[config.mk]
export PLATFORM = sky130hd
export DESIGN_NAME = ripple_carry_adder
export DESIGN_NICKNAME = d
export VERILOG_FILES = /design/src/rtl/ripple_carry_adder.sv
export SDC_FILE = /design/constraint.sdc
export NUM_CORES = 1
export LEC_CHECK = 0
export ABC_AREA = 1
export CAP_MARGIN = 5
export CORE_AREA = 2 2 39 41
export CTS_CLUSTER_SIZE = 30
export DETAILED_ROUTE_END_ITERATION = 16
export DIE_AREA = 0 0 41 43
export HOLD_SLACK_MARGIN = 0.05
export PLACE_DENSITY = 0.69
export SETUP_SLACK_MARGIN = 0.4
export SLEW_MARGIN = 0
export SYNTH_ARGS = -nofsm -noshare
export SYNTH_HDL_FRONTEND = slang
export SYNTH_HIERARCHICAL = 1
export SYNTH_SLANG_ARGS = --single-unit
export TNS_END_PERCENT = 50
[constraint.sdc]
create_clock -name clk -period 0.8 [get_ports clk]
set_input_delay 0.16 -clock clk [delete_from_list [all_inputs] [get_ports clk]]
set_output_delay 0.16 -clock clk [all_outputs]
set_load 0.1 [all_outputs]
[src/rtl/ripple_carry_adder.sv]
// ============================================================================
// Module      : ripple_carry_adder
// Description : WIDTH-bit ripple-carry adder built from a chain of full-adder
//               cells, with {Cout, Sum} = A + B + Cin registered (1-cycle
//               latency). Optional macro OVERFLOW_FLAG_EN adds a registered
//               two's-complement overflow output Ovf.
// Revision    : 1.0 - initial release
// ============================================================================
`default_nettype none

module rca_full_adder (
    input  logic i_a,
    input  logic i_b,
    input  logic i_c,
    output logic o_s,
    output logic o_c
);
    logic w_p;

    assign w_p = i_a ^ i_b;
    assign o_s = w_p ^ i_c;
    assign o_c = (i_a & i_b) | (i_c & w_p);
endmodule

module ripple_carry_adder #(
    parameter int WIDTH = 8
) (
    input  logic             clk,
    input  logic             rst,
    input  logic [WIDTH-1:0] A,
    input  logic [WIDTH-1:0] B,
    input  logic             Cin,
    output logic [WIDTH-1:0] Sum,
    output logic             Cout
`ifdef OVERFLOW_FLAG_EN
    ,
    output logic             Ovf
`endif
);
    logic [WIDTH:0]   w_c;
    logic [WIDTH-1:0] w_s;
    logic [WIDTH-1:0] r_sum;
    logic             r_cout;

    assign w_c[0] = Cin;

    // Carry ripples strictly from bit 0 upward; no lookahead.
    for (genvar i = 0; i < WIDTH; i++) begin : g_cell
        rca_full_adder u_fa (
            .i_a (A[i]),
            .i_b (B[i]),
            .i_c (w_c[i]),
            .o_s (w_s[i]),
            .o_c (w_c[i+1])
        );
    end

    always_ff @(posedge clk or posedge rst) begin
        if (rst) begin
            r_sum  <= '0;
            r_cout <= 1'b0;
        end else begin
            r_sum  <= w_s;
            r_cout <= w_c[WIDTH];
        end
    end

    assign Sum  = r_sum;
    assign Cout = r_cout;

`ifdef OVERFLOW_FLAG_EN
    logic r_ovf;

    // Signed overflow: carry into the MSB differs from carry out of it.
    always_ff @(posedge clk or posedge rst) begin
        if (rst) begin
            r_ovf <= 1'b0;
        end else begin
            r_ovf <= w_c[WIDTH] ^ w_c[WIDTH-1];
        end
    end

    assign Ovf = r_ovf;
`endif

endmodule

`default_nettype wire

==> results of run 1 <==
repair_timing:
item	in CTS	in global routing
pin swaps	8	8
endpoints found under the setup margin	18	18
hold buffers	0	0
gates resized for setup	15	1
worst paths after layout:
| kind | slack (ns) | cells after the start | end | start |
|---|---|---|---|---|
| worst min-delay path | 0.20 | 2 | Sum[0]$_DFF_PP0_ | Cin |
| max in group asynchronous | 0.47 | 3 | Cout$_DFF_PP0_ | rst |
| worst max-delay path | -2.23 | 9 | Sum[7]$_DFF_PP0_ | A[0] |
| min in group asynchronous | 0.21 | 3 | Sum[7]$_DFF_PP0_ | rst |
synth_stat cells, drive strengths merged:
library cell  count
inv               1
dfrtp             9
fa                8
metrics by stage:
step / hold WS (ns) / worst slack, ns / setup TNS [ns]
after floorplan: -0.0121 / -2.34 / -13.65
after global placement: 0.469 / -2.85 / -16.11
after detailed placement: 0.479 / -2.91 / -16.38
after CTS: 0.204 / -2.40 / -13.21
after global routing: 0.185 / -2.30 / -13.08
final: 0.199 / -2.23 / -12.48
power groups by stage:
stage	logic, mW	clock network (mW)	registers [mW]
finish	1.19	0.336	0.613
global route	1.24	0.393	0.620
CTS	1.20	0.355	0.616
detailed placement	1.20	0	0.621
global placement	1.19	0	0.619
floorplan	0.0714	0	1.19
cell type report:
cell class	count	area [sq um]	area share
tap	16	20.0	0.0241
inverter	1	3.75	0.00451
clock buffer	4	26.3	0.0316
sequential	9	229	0.275
timing repair buffer	28	375	0.451
multi-input combinational	8	178	0.214
routing by layer:
metal / global-route usage / vias to the layer above / wire length, microns
li1: - / 117 / -
met1: 0.144 / 124 / 279
met2: 0.194 / 25 / 395
met3: 0.0628 / 0 / 155
met4: 0.0400 / 0 / 0
met5: 0 / - / 0
sequential cells by signal, indices dropped and copies added (netlist names):
signal  count
Cout        1
Sum         8
cells by family (layout without fill, tap and decap cells):
group                    after synthesis  in the layout  synth area share
adder cells (fa/ha/maj)                8              8             0.412
buffers and inverters                  1             33           0.00964
flip-flops                             9              9             0.579
==> results_dict.tcl, run 1 <==
set metrics [dict create \
    status "finished, violations left" \
    violations "negative setup slack" \
    critPathLaunchType "input port" \
    cp_data_required_time_ns 0.93 \
    ant_nets 0 \
    fin_crit_ns 3.03 \
    vias_per_cell 4.03 \
    cpMaxStageDelayCell "fa_1" \
    drt-total-wl_microns 829 \
    remaining_drc_errors 0 \
    critPathKind "input port to flop" \
    utilization 0.601 \
    die_area_sq_mm 0.00176 \
    drt-initial-drc-count 2 \
    placed_cell_area_sq_um 811 \
    ys_seq_elements 9 \
    area_delta_synth_final_pct 114 \
    row_count 14 \
    setup_viol_count_final 17 \
    core-area_sq_mm 0.00138 \
    crit_buf_inv 1 \
    place.gp.congestion 0.547 \
    synth_area_sq_um 389 \
    yosys.area.top_type "dfrtp_1" \
    setup_ws_ns -2.23 \
    post-place-cells 62 \
    cts_tree "done" \
    worst_pin_slew_ns 0.120 \
    grtUsageTotal 0.125 \
    stdcell_count 66 \
    syn-num-nets 45 \
    dr_total_vias 266 \
    synthCells 18 \
    wl_per_cell_microns 12.6 \
    synth_seq_area_share 0.579 \
    clock.fmax_mhz 330 \
    combPwrFrac 0.556 \
    powerDensity_mw_per_mm2 2570 \
    cp_max_fo 1 \
    antenna_found_initial 0 \
    start_util 0.281 \
    synth.area.top_cells "dfrtp_1 58%, fa_1 41%, inv_1 0.96%" \
    crit_chain "buf_6 -> fa_2 -> fa_2 -> fa_2 -> fa_2 -> fa_2 -> fa_2 -> fa_2 -> fa_1" \
    final_min_period_over_clock_period 3.79 \
    cts_sinks 9 \
    cts_buffer_depth 2 \
    endpoint_kind "flop" \
    final_cell_mix "13 x clkdlybuf4s50_1, 10 x buf_12, 8 x dfrtp_1" \
    grt.overflow.total 0 \
    power_frac_clock 0.157 \
    synth_cell_types 3 \
    peakVddDrop_mv 1.26 \
    die_x_microns 41 \
    io_pins 28 \
    final-max-slew-violation-count 0 \
    final_common_cell "clkdlybuf4s50_1" \
    ys.warnings.count 6 \
    drtPass1Iterations 2 \
    cp_common_cell "fa_2" \
    grt_pass1_wl_microns 1430 \
    grt_start_max_net_pins 10 \
    switching_share 0.446 \
    ctsRootBufferMaster "clkbuf_4" \
    grt_pass1_vias 358 \
    die-height_microns 43 \
    slew_headroom 0.920 \
    diodes 0 \
    cap_violations 0 \
    crit_family "adder cells" \
    power_switching_uw 952 \
    critPathArrivalTime_ns 3.16 \
    n_fill_cell 102 \
    p_leak_nw 0.348 \
    h-tree-depth 1 \
    dp_hpwl_microns 738 \
    cpPeakStageDelay_ns 0.42 \
    drive_gt1_frac 0.480 \
    final_area_sq_um 832 \
    yosysTopAreaCellShare 0.579 \
    seq_power_share 0.287 \
    intPower_mw 1.18 \
    hold_path_class "input port to flop" \
    rsz0062_at_grt "yes" \
    hold_viol 0 \
    io_buffers 27 \
    clkTransAtPathRegs_ns 0.06 \
    finalNetCount 78 \
    p_total_mw 2.14 \
    cts_setup_buffers 0 \
    cts_made_buffers 3 \
    avgSynthCellArea_sq_um 21.6 \
]
No activity file was read; power rests on OpenSTA's default activity.
==> run 2, diff against run 1 <==
CAP_MARGIN = 20   (was 5)
==> results of run 2 <==
Same layout as run 1: the final DEF is identical, and so are final timing and power.
